`config.mk`:
```
export PLATFORM = sky130hd
export DESIGN_NAME = window_allocator_flat
export DESIGN_NICKNAME = d
export VERILOG_FILES = /design/src/rtl/window_allocator_if.sv /design/src/rtl/window_allocator.sv /design/src/flat_wrapper.sv
export SDC_FILE = /design/constraint.sdc
export NUM_CORES = 1
export LEC_CHECK = 0
export ABC_AREA = 1
export BUFFER_PORTS_ARGS = -buffer_cell sky130_fd_sc_hd__buf_2
export CORE_MARGIN = 3
export CORE_UTILIZATION = 55
export CTS_BUF_LIST = sky130_fd_sc_hd__clkbuf_8
export CTS_CLUSTER_DIAMETER = 80
export DETAILED_ROUTE_END_ITERATION = 8
export PLACE_DENSITY = 0.88
export SETUP_SLACK_MARGIN = 0.3
export SLEW_MARGIN = 20
export SYNTH_ARGS = -nofsm -noshare
export SYNTH_HDL_FRONTEND = slang
export SYNTH_SLANG_ARGS = --single-unit
export TNS_END_PERCENT = 20
```
`constraint.sdc`:
```
create_clock -name clk -period 19.6 [get_ports clk]
set_input_delay 5.88 -clock clk [delete_from_list [all_inputs] [get_ports clk]]
set_output_delay 5.88 -clock clk [all_outputs]
set_load 0.01 [all_outputs]
```
`src/rtl/window_allocator_if.sv`:
```
// Issue/positioner/output bundle between an issuer and one window_allocator slot.
// The master modport is the issuer/positioner/conv side, the slave modport is the allocator.
interface window_allocator_if #(
  parameter int DATA_WIDTH   = 8,
  parameter int MAX_HALFSIZE = 2
);
  localparam int MAX_WIN = (2*MAX_HALFSIZE+1)*(2*MAX_HALFSIZE+1);

  logic [7:0]                    image_dim;
  logic [8:0]                    image_depth;
  logic [1:0]                    filter_halfsize;
  logic [7:0]                    positioner_x;
  logic [7:0]                    positioner_y;
  logic                          positioner_select;
  logic [7:0]                    issue_x;
  logic [7:0]                    issue_y;
  logic [DATA_WIDTH-1:0]         issue_data;
  logic                          issue_en;
  logic                          issue_block;
  logic [MAX_WIN*DATA_WIDTH-1:0] out_window;
  logic                          out_valid;
  logic                          out_ready;
  logic [7:0]                    out_x;
  logic [7:0]                    out_y;
  logic [8:0]                    out_channel;
  logic                          busy;
  logic                          pos_err;

  modport master (
    output image_dim, image_depth, filter_halfsize,
    output positioner_x, positioner_y, positioner_select,
    output issue_x, issue_y, issue_data, issue_en, out_ready,
    input  issue_block, out_window, out_valid, out_x, out_y, out_channel, busy, pos_err
  );

  modport slave (
    input  image_dim, image_depth, filter_halfsize,
    input  positioner_x, positioner_y, positioner_select,
    input  issue_x, issue_y, issue_data, issue_en, out_ready,
    output issue_block, out_window, out_valid, out_x, out_y, out_channel, busy, pos_err
  );
endinterface

```
`src/rtl/window_allocator.sv`:
```
// One allocator slot: latches a window centre, captures issued pixels inside it and presents
// the full window once per depth channel. ALLOC_PAD_ZERO_EN enables zero padding of edge windows.
module window_allocator #(
  parameter int DATA_WIDTH   = 8,
  parameter int MAX_HALFSIZE = 2
) (
  input logic              clk,
  input logic              rst,
  window_allocator_if.slave bus
);
  localparam int WS      = 2*MAX_HALFSIZE+1;
  localparam int MAX_WIN = WS*WS;
  localparam int CW      = $clog2(MAX_WIN+1);
  localparam int KW      = $clog2(MAX_WIN);

  typedef enum logic [1:0] {
    S_IDLE    = 2'd0,
    S_COLLECT = 2'd1,
    S_FULL    = 2'd2
  } state_t;

  state_t                        r_state;
  logic [7:0]                    r_x;
  logic [7:0]                    r_y;
  logic [1:0]                    r_h;
  logic [8:0]                    r_channel;
  logic [MAX_WIN-1:0]            r_valid;
  logic [MAX_WIN*DATA_WIDTH-1:0] r_window;
  logic [CW-1:0]                 r_count;
  logic [CW-1:0]                 r_win;
  logic                          r_issue_block;
  logic                          r_out_valid;
  logic                          r_busy;
  logic                          r_pos_err;

  logic [MAX_WIN-1:0] w_pad_sel;
  logic [MAX_WIN-1:0] w_pad_cur;
  logic [CW-1:0]      w_pad_sel_cnt;
  logic [CW-1:0]      w_pad_cur_cnt;
  logic               w_sel_ok;
  logic [9:0]         w_dx;
  logic [9:0]         w_dy;
  logic [9:0]         w_span;
  logic               w_hit;
  logic [KW-1:0]      w_k;
  logic               w_new;
  logic [CW-1:0]      w_count_next;

  function automatic logic [CW-1:0] win_cells(input logic [1:0] h);
    int side;
    side = 2*int'(h) + 1;
    return CW'(side*side);
  endfunction

  function automatic logic [CW-1:0] popcount(input logic [MAX_WIN-1:0] m);
    logic [CW-1:0] c;
    c = '0;
    for (int i = 0; i < MAX_WIN; i++) begin
      c = c + {{(CW-1){1'b0}}, m[i]};
    end
    return c;
  endfunction

`ifdef ALLOC_PAD_ZERO_EN
  // Cells whose image coordinate falls outside 0..dim-1 are pre-marked valid with data 0
  function automatic logic [MAX_WIN-1:0] pad_mask(input logic [7:0] cx, input logic [7:0] cy,
                                                  input logic [1:0] h, input logic [7:0] dim);
    logic [MAX_WIN-1:0] m;
    m = '0;
    for (int dy = 0; dy < WS; dy++) begin
      for (int dx = 0; dx < WS; dx++) begin
        int side;
        int px;
        int py;
        int k;
        side = 2*int'(h) + 1;
        px   = int'(cx) - int'(h) + dx;
        py   = int'(cy) - int'(h) + dy;
        k    = dy*side + dx;
        if (dx < side && dy < side && k < MAX_WIN &&
            (px < 0 || py < 0 || px >= int'(dim) || py >= int'(dim))) begin
          m[k] = 1'b1;
        end
      end
    end
    return m;
  endfunction

  assign w_pad_sel = pad_mask(bus.positioner_x, bus.positioner_y, bus.filter_halfsize, bus.image_dim);
  assign w_pad_cur = pad_mask(r_x, r_y, r_h, bus.image_dim);
`else
  logic w_outside;
  assign w_outside = ({6'd0, bus.filter_halfsize} > bus.positioner_x) ||
                     ({6'd0, bus.filter_halfsize} > bus.positioner_y) ||
                     (({1'b0, bus.positioner_x} + {7'd0, bus.filter_halfsize}) >= {1'b0, bus.image_dim}) ||
                     (({1'b0, bus.positioner_y} + {7'd0, bus.filter_halfsize}) >= {1'b0, bus.image_dim});
  assign w_pad_sel = '0;
  assign w_pad_cur = '0;
`endif

  assign w_pad_sel_cnt = popcount(w_pad_sel);
  assign w_pad_cur_cnt = popcount(w_pad_cur);

  // Positioner assignment acceptance
  always_comb begin
    w_sel_ok = 1'b0;
    if (int'(bus.filter_halfsize) > MAX_HALFSIZE) begin
      w_sel_ok = 1'b0;
    end
`ifndef ALLOC_PAD_ZERO_EN
    else if (w_outside) begin
      w_sel_ok = 1'b0;
    end
`endif
    else begin
      w_sel_ok = 1'b1;
    end
  end

  // Offsets are 10-bit signed so a pixel left/above the window yields a negative value
  assign w_dx         = {2'b00, bus.issue_x} - {2'b00, r_x} + {8'd0, r_h};
  assign w_dy         = {2'b00, bus.issue_y} - {2'b00, r_y} + {8'd0, r_h};
  assign w_span       = {7'd0, r_h, 1'b0};
  assign w_hit        = bus.issue_en && (r_state == S_COLLECT) && !w_dx[9] && !w_dy[9] &&
                        (w_dx <= w_span) && (w_dy <= w_span);
  assign w_k          = KW'(w_dy) * KW'(w_span + 10'd1) + KW'(w_dx);
  assign w_new        = w_hit && !r_valid[w_k];
  assign w_count_next = r_count + {{(CW-1){1'b0}}, w_new};

  // Slot state machine, capture buffer and registered outputs
  always_ff @(posedge clk or posedge rst) begin
    if (rst) begin
      r_state       <= S_IDLE;
      r_x           <= 8'd0;
      r_y           <= 8'd0;
      r_h           <= 2'd0;
      r_channel     <= 9'd0;
      r_valid       <= '0;
      r_window      <= '0;
      r_count       <= '0;
      r_win         <= '0;
      r_issue_block <= 1'b0;
      r_out_valid   <= 1'b0;
      r_busy        <= 1'b0;
      r_pos_err     <= 1'b0;
    end else begin
      r_pos_err <= 1'b0;
      case (r_state)
        S_IDLE: begin
          if (bus.positioner_select) begin
            if (w_sel_ok) begin
              r_state   <= S_COLLECT;
              r_busy    <= 1'b1;
              r_x       <= bus.positioner_x;
              r_y       <= bus.positioner_y;
              r_h       <= bus.filter_halfsize;
              r_channel <= 9'd0;
              r_valid   <= w_pad_sel;
              r_count   <= w_pad_sel_cnt;
              r_win     <= win_cells(bus.filter_halfsize);
              r_window  <= '0;
            end else begin
              r_pos_err <= 1'b1;
            end
          end
        end
        S_COLLECT: begin
          r_pos_err <= bus.positioner_select;
          if (w_hit) begin
            r_window[w_k*DATA_WIDTH +: DATA_WIDTH] <= bus.issue_data;
            r_valid[w_k]                           <= 1'b1;
          end
          r_count <= w_count_next;
          if (w_count_next == r_win) begin
            r_state       <= S_FULL;
            r_issue_block <= 1'b1;
            r_out_valid   <= 1'b1;
          end
        end
        S_FULL: begin
          r_pos_err <= bus.positioner_select;
          if (bus.out_ready) begin
            r_issue_block <= 1'b0;
            r_out_valid   <= 1'b0;
            if (r_channel == bus.image_depth - 9'd1) begin
              r_state <= S_IDLE;
              r_busy  <= 1'b0;
            end else begin
              r_state   <= S_COLLECT;
              r_channel <= r_channel + 9'd1;
              r_valid   <= w_pad_cur;
              r_count   <= w_pad_cur_cnt;
              r_window  <= '0;
            end
          end
        end
        default: begin
          r_state       <= S_IDLE;
          r_busy        <= 1'b0;
          r_issue_block <= 1'b0;
          r_out_valid   <= 1'b0;
        end
      endcase
    end
  end

  assign bus.issue_block = r_issue_block;
  assign bus.out_window  = r_window;
  assign bus.out_valid   = r_out_valid;
  assign bus.out_x       = r_x;
  assign bus.out_y       = r_y;
  assign bus.out_channel = r_channel;
  assign bus.busy        = r_busy;
  assign bus.pos_err     = r_pos_err;
endmodule

```
`src/flat_wrapper.sv`:
```
// flat-port wrapper written by rule: the top's interface ports become plain ports
module window_allocator_flat 
#(
  parameter int DATA_WIDTH   = 8,
  parameter int MAX_HALFSIZE = 2
)
  (clk, rst, bus_image_dim, bus_image_depth, bus_filter_halfsize, bus_positioner_x, bus_positioner_y, bus_positioner_select, bus_issue_x, bus_issue_y, bus_issue_data, bus_issue_en, bus_out_ready, bus_issue_block, bus_out_window, bus_out_valid, bus_out_x, bus_out_y, bus_out_channel, bus_busy, bus_pos_err);
  window_allocator_if #(.DATA_WIDTH(DATA_WIDTH), .MAX_HALFSIZE(MAX_HALFSIZE)) bus_i ();
  input logic clk;
  input logic rst;
  input wire logic [$bits(bus_i.image_dim)-1:0] bus_image_dim;
  input wire logic [$bits(bus_i.image_depth)-1:0] bus_image_depth;
  input wire logic [$bits(bus_i.filter_halfsize)-1:0] bus_filter_halfsize;
  input wire logic [$bits(bus_i.positioner_x)-1:0] bus_positioner_x;
  input wire logic [$bits(bus_i.positioner_y)-1:0] bus_positioner_y;
  input wire logic [$bits(bus_i.positioner_select)-1:0] bus_positioner_select;
  input wire logic [$bits(bus_i.issue_x)-1:0] bus_issue_x;
  input wire logic [$bits(bus_i.issue_y)-1:0] bus_issue_y;
  input wire logic [$bits(bus_i.issue_data)-1:0] bus_issue_data;
  input wire logic [$bits(bus_i.issue_en)-1:0] bus_issue_en;
  input wire logic [$bits(bus_i.out_ready)-1:0] bus_out_ready;
  output wire logic [$bits(bus_i.issue_block)-1:0] bus_issue_block;
  output wire logic [$bits(bus_i.out_window)-1:0] bus_out_window;
  output wire logic [$bits(bus_i.out_valid)-1:0] bus_out_valid;
  output wire logic [$bits(bus_i.out_x)-1:0] bus_out_x;
  output wire logic [$bits(bus_i.out_y)-1:0] bus_out_y;
  output wire logic [$bits(bus_i.out_channel)-1:0] bus_out_channel;
  output wire logic [$bits(bus_i.busy)-1:0] bus_busy;
  output wire logic [$bits(bus_i.pos_err)-1:0] bus_pos_err;
  assign bus_i.image_dim = bus_image_dim;
  assign bus_i.image_depth = bus_image_depth;
  assign bus_i.filter_halfsize = bus_filter_halfsize;
  assign bus_i.positioner_x = bus_positioner_x;
  assign bus_i.positioner_y = bus_positioner_y;
  assign bus_i.positioner_select = bus_positioner_select;
  assign bus_i.issue_x = bus_issue_x;
  assign bus_i.issue_y = bus_issue_y;
  assign bus_i.issue_data = bus_issue_data;
  assign bus_i.issue_en = bus_issue_en;
  assign bus_i.out_ready = bus_out_ready;
  assign bus_issue_block = bus_i.issue_block;
  assign bus_out_window = bus_i.out_window;
  assign bus_out_valid = bus_i.out_valid;
  assign bus_out_x = bus_i.out_x;
  assign bus_out_y = bus_i.out_y;
  assign bus_out_channel = bus_i.out_channel;
  assign bus_busy = bus_i.busy;
  assign bus_pos_err = bus_i.pos_err;
  window_allocator #(.DATA_WIDTH(DATA_WIDTH), .MAX_HALFSIZE(MAX_HALFSIZE)) u_core (.clk(clk), .rst(rst), .bus(bus_i));
endmodule
```
==> results of run 1 <==
[sequential cells by signal, indices dropped and copies added, names as in the netlist]
register	count
u_core.bus.issue_block	1
u_core.r_count	5
u_core.bus.out_window	200
u_core.bus.pos_err	1
u_core.r_h	2
u_core.bus.busy	1
u_core.r_valid	25
u_core.r_win	4
u_core.r_state	2
u_core.bus.out_x	8
u_core.bus.out_channel	9
u_core.bus.out_y	8
[worst paths after layout]
| check | startpoint | to | slack, ns | cells past startpoint |
|---|---|---|---|---|
| max | bus_issue_y[0] | u_core.bus.out_window[52] | 6.92 | 22 |
| min | u_core.bus.out_window[17] | u_core.bus.out_window[17] | 0.47 | 2 |
| max reg2reg | u_core.bus.out_y[0] | u_core.bus.out_window[52] | 11.96 | 20 |
| min reg2reg | u_core.bus.out_window[17] | u_core.bus.out_window[17] | 0.47 | 2 |
| max in group asynchronous | rst | u_core.bus.out_window[140] | 12.12 | 4 |
| min in group asynchronous | rst | u_core.r_state[0] | 5.44 | 2 |
[critical path, delay by kind of cell]
family | cells | cell delay [ns]
fa+ha+maj | 8 | 3.11
simple gates | 7 | 2.35
buf+inv | 7 | 1.86
[layout by cell type, fill, tap and decap left out, drive strengths merged, types with 19 or more instances in the layout]
cell and n:
dfrtp 266, inv 238, a21oi 74, nand3 280, buf 299, nor2 161
nand2 623, ha 76, nor4 19, clkbuf 58, nand4 53, xor2 27
o21ai 47, nor3 61
[area by class of cell]
class / instances / area (um^2) / share of cell area
Multi-Input combinational cell: 1480 / 7855 / 0.4282
Antenna cell: 1 / 2.502 / 0.0001364
Sequential cell: 266 / 6656 / 0.3629
Clock buffer: 58 / 798.3 / 0.04352
Tap cell: 378 / 473.0 / 0.02578
Timing Repair Buffer: 299 / 1518 / 0.08274
Clock inverter: 23 / 168.9 / 0.009208
Inverter: 229 / 872.1 / 0.04754
[routing by layer]
| layer | track usage | vias to the layer above | share of wire |
|---|---|---|---|
| met5 | 0 | - | 0 |
| met4 | 0.1433 | 0 | 0.053 |
| met3 | 0.05085 | 181 | 0.095 |
| met2 | 0.4798 | 884 | 0.46 |
| met1 | 0.4008 | 7484 | 0.39 |
| li1 | - | 7234 | - |
[kinds of logic (layout without fill, tap and decap cells)]
logic type,count (synthesis),after routing,synth area share
xor+xnor,41,41,0.02478
compound gates,144,144,0.05052
simple gates,1209,1209,0.3522
fa+ha+maj,86,86,0.07355
flops,266,266,0.4253
other cells,0,1,0
buf+inv,289,609,0.07363
[through the flow]
stage / instance area (um^2) / hold WS, ns
floorplan: 15650 / 0.4346
global placement: 17370 / 0.4475
detailed placement: 17370 / 0.4529
finish: 18340 / 0.4674
global route: 18340 / 0.4888
CTS: 18340 / 0.4690
==> flow_summary.json, run 1 <==
{
  "synth.most_common_cell": "nand2_1",
  "grt.total_usage": 0.3003,
  "synth_common_cells": "nand2_1, nand3_1, dfrtp_1",
  "wl_mm": 47.01,
  "nFillCells": 2266,
  "max_slew.worst_pin.slew_ns": 1.070,
  "netlist_area_um2": 15650,
  "rows": 61,
  "first_global_vias": 14780,
  "synthCells": 2035,
  "layout.cells.non_filler": 2734,
  "dr.first_iter.drc_count": 1905,
  "firstDrtPassIters": 7,
  "core_area_um2": 27930,
  "clock_latency_ns": 0.59,
  "critPathLaunchType": "primary input",
  "synth.area.top_cells": "dfrtp_1, nand2_1, nand3_1, ha_1, inv_1",
  "hold_class": "flip-flop to flip-flop",
  "setup_viol": 0,
  "end_kind": "flip-flop",
  "synth_ff_type": "dfrtp_1",
  "path_cells": "buf_2, inv_1, ha_1, inv_1, fa_1, fa_1, ha_1, ha_1, ha_1, fa_1, fa_1, nor2_1, inv_1, nand2_1, inv_1, nor2_1, clkinv_1, nor2_1, inv_1, nor2_1, nand3_1, nand2_1",
  "status": "finished, final reports clean",
  "num-nets-final": 2471,
  "cts_root_buffer": "clkbuf_8",
  "grt_remaining_overflow": 0,
  "start_util": 0.5603,
  "cts_tree": "built",
  "slew_viol_final": 0,
  "postSynth.asyncResetShare": 1.000,
  "vias_per_cell": 5.773,
  "ys_seq_elements": 266,
  "max-cap-violations": 0,
  "area_delta_synth_final_pct": 17.20,
  "io_pins": 293,
  "cts-htree-levels": 2,
  "synth_edf_count": 0,
  "required_ns": 20.13,
  "final-hold-violation-count": 0,
  "cts_setup_buffers": 0,
  "place_ws_ns": 6.575,
  "vias": 15780,
  "synth_largest_area_cell": "dfrtp_1",
  "place.gp.congestion": 0.9439,
  "synth.distinct_cells": 52,
  "layout-drive-gt1-share": 0.1928,
  "fp.dieH_um": 174.7,
  "cts-buffers-inserted": 45,
  "antenna_left": 0,
  "finish.utilization": 0.6567,
  "avgSynthCellArea_um2": 7.691,
  "grt_pass1_wl_mm": 75.27,
  "tns_ns": 0,
  "cp_common_cell": "inv_1",
  "clk_pin_slew_ns": 0.06,
  "portBuffers": 292,
  "ctsLongestPathBuffers": 3,
  "grt_setup_unrepaired": "no",
  "yosysSeqAreaShare": 0.4253,
  "synth_top_area_share": 0.4253,
  "antenna_found_initial": 1,
  "synth_nets": 2185,
  "yosysWarnings": 0,
  "route.detailed.drc": 0,
  "dp.cells": 2652,
  "path_class": "primary input to flip-flop",
  "max_freq_ghz": 0.07888,
  "die_w_um": 174.7,
  "wl_per_cell_um": 17.20,
  "grt_max_degree": 128,
  "cp_slowest_cell": "nand2_1",
  "timing.final.ws_setup_ns": 6.922,
  "fin_skew_ns": 0.04084,
  "fin_crit_ns": 12.68,
  "die_area_um2": 30520,
  "critPathArrivalTime_ns": 13.21,
  "path_max_fanout": 29,
  "clock_sinks": 266,
  "ctsHoldBuffers": 0,
  "max_stage_delay_ns": 0.79,
  "timing.final.crit_share": 0.6468,
  "hpwl_mm": 34.40,
  "cts_resized": 0,
  "slew_headroom": 0.2846
}
Power of run 1 is not shown: default switching activity piles up to over one toggle a cycle in this logic, so the estimate is an artifact.
==> run 2: changes to the inputs <==
Settings changed: CORE_UTILIZATION 55 to 53, PLACE_DENSITY 0.88 to 0.89.
Clock period 19.6 ns to 10.7 ns, I/O delays scaled along.
==> flow_summary.json, run 2 (synthesized netlist as in run 1, its figures left out) <==
{
  "status": "finished, final reports clean",
  "crit_buf_inv": 7,
  "cts-buffers-inserted": 43,
  "portBuffers": 292,
  "max_freq_ghz": 0.1102,
  "max-cap-violations": 0,
  "grt_pass1_wl_mm": 73.13,
  "final-hold-violation-count": 0,
  "setup_viol": 0,
  "ctsHoldBuffers": 0,
  "grt_setup_unrepaired": "no",
  "rows": 62,
  "wl_per_cell_um": 17.14,
  "start_util": 0.5409,
  "die_area_um2": 31630,
  "cts_root_buffer": "clkbuf_8",
  "hpwl_mm": 34.81,
  "wl_mm": 46.86,
  "cp_common_cell": "inv_1",
  "cts_setup_buffers": 0,
  "fin_crit_ns": 9.073,
  "slew_headroom": 0.2657,
  "largest_register_ffs": 200,
  "max_stage_delay_ns": 0.51,
  "place.gp.congestion": 0.9421,
  "first_global_vias": 14490,
  "path_class": "primary input to flip-flop",
  "ctsLongestPathBuffers": 3,
  "path_max_fanout": 7,
  "clock_latency_ns": 0.58,
  "tns_ns": 0,
  "area_delta_synth_final_pct": 16.24,
  "num-nets-final": 2471,
  "timing.final.crit_share": 0.8479,
  "required_ns": 11.13,
  "io_pins": 293,
  "end_kind": "flip-flop",
  "layout_commonest_cell": "nand2_1",
  "clock_sinks": 266,
  "antenna_found_initial": 0,
  "vias": 15460,
  "dr.first_iter.drc_count": 1658,
  "clk_pin_slew_ns": 0.06,
  "antenna_left": 0,
  "nFillCells": 2410,
  "fin_skew_ns": 0.03760,
  "layout-drive-gt1-share": 0.1894,
  "vias_per_cell": 5.655,
  "core_area_um2": 28940,
  "grt_remaining_overflow": 0,
  "cp_slowest_cell": "fa_1",
  "grt_max_degree": 189,
  "firstDrtPassIters": 8,
  "cts_tree": "built",
  "route.detailed.drc": 0,
  "cts_resized": 0,
  "critPathLaunchType": "primary input",
  "slew_viol_final": 0,
  "layout_common_cells": "nand2_1, buf_2, nand3_1, dfrtp_1, inv_1",
  "grt.total_usage": 0.2856,
  "fp.dieH_um": 177.8,
  "cts-htree-levels": 2,
  "max_slew.worst_pin.slew_ns": 1.101,
  "crit_family": "adder cells",
  "hold_class": "flip-flop to flip-flop",
  "critPathArrivalTime_ns": 9.51,
  "antenna_cells": 0,
  "die_w_um": 177.8
}
[run 2: cell type report]
class                   instances  area (um^2)  area share
clock buffers                  49        674.4     0.03707
clock inverters                24        117.6    0.006464
inverters                     229        868.3     0.04773
multi-input cells            1480         7855      0.4317
flip-flops and latches        266         6656      0.3659
well taps                     384        480.5     0.02641
repair buffers                301         1541     0.08473
[run 2: path summary, 6_finish.rpt]
check	startpoint	endpoint	slack, ns	cells past startpoint
setup / recovery	bus_issue_y[0]	u_core.r_state[0]	1.63	37
hold / removal	u_core.bus.out_window[104]	u_core.bus.out_window[104]	0.47	2
setup reg to reg	u_core.bus.out_y[0]	u_core.r_state[0]	3.94	35
hold reg to reg	u_core.bus.out_window[104]	u_core.bus.out_window[104]	0.47	2
max in group asynchronous	rst	u_core.bus.out_window[3]	6.08	4
min in group asynchronous	rst	u_core.bus.out_window[57]	2.88	3
[run 2: per-layer routing]
metal / part of all wire / wire, um / GRT usage / vias up
li1: - / - / - / 7198
met1: 0.39 / 18460 / 0.3748 / 7260
met2: 0.45 / 21190 / 0.4490 / 822
met3: 0.11 / 4945 / 0.07125 / 176
met4: 0.048 / 2256 / 0.1263 / 0
met5: 0 / 0 / 0 / -
[run 2: stage by stage]
stage / util / instance area, um^2 / std cells / setup slack, ns / hold WS (ns)
floorplan: - / 15660 / 2035 / 1.735 / 0.4346
global placement: 0.6014 / 17400 / 2660 / 1.309 / 0.4508
detailed placement: 0.6014 / 17400 / 2660 / 1.115 / 0.4542
CTS: 0.6288 / 18190 / 2733 / 1.687 / 0.4689
global route: 0.6288 / 18190 / 2733 / 1.021 / 0.4886
finish: 0.6288 / 18190 / 2733 / 1.627 / 0.4687
[run 2: worst reg2reg max path, delay by kind of cell (launching register included)]
kind                       cells  cell delay, ns
and+or+nand+nor               13            1.39
xor gates and xnor gates       4            0.80
DFF                            1            0.41
adders and majority gates      9            3.10
buffers and inverters          5            0.35
AOI/OAI and AO/OA              4            0.61
Power of run 2 is left out for the same reason.
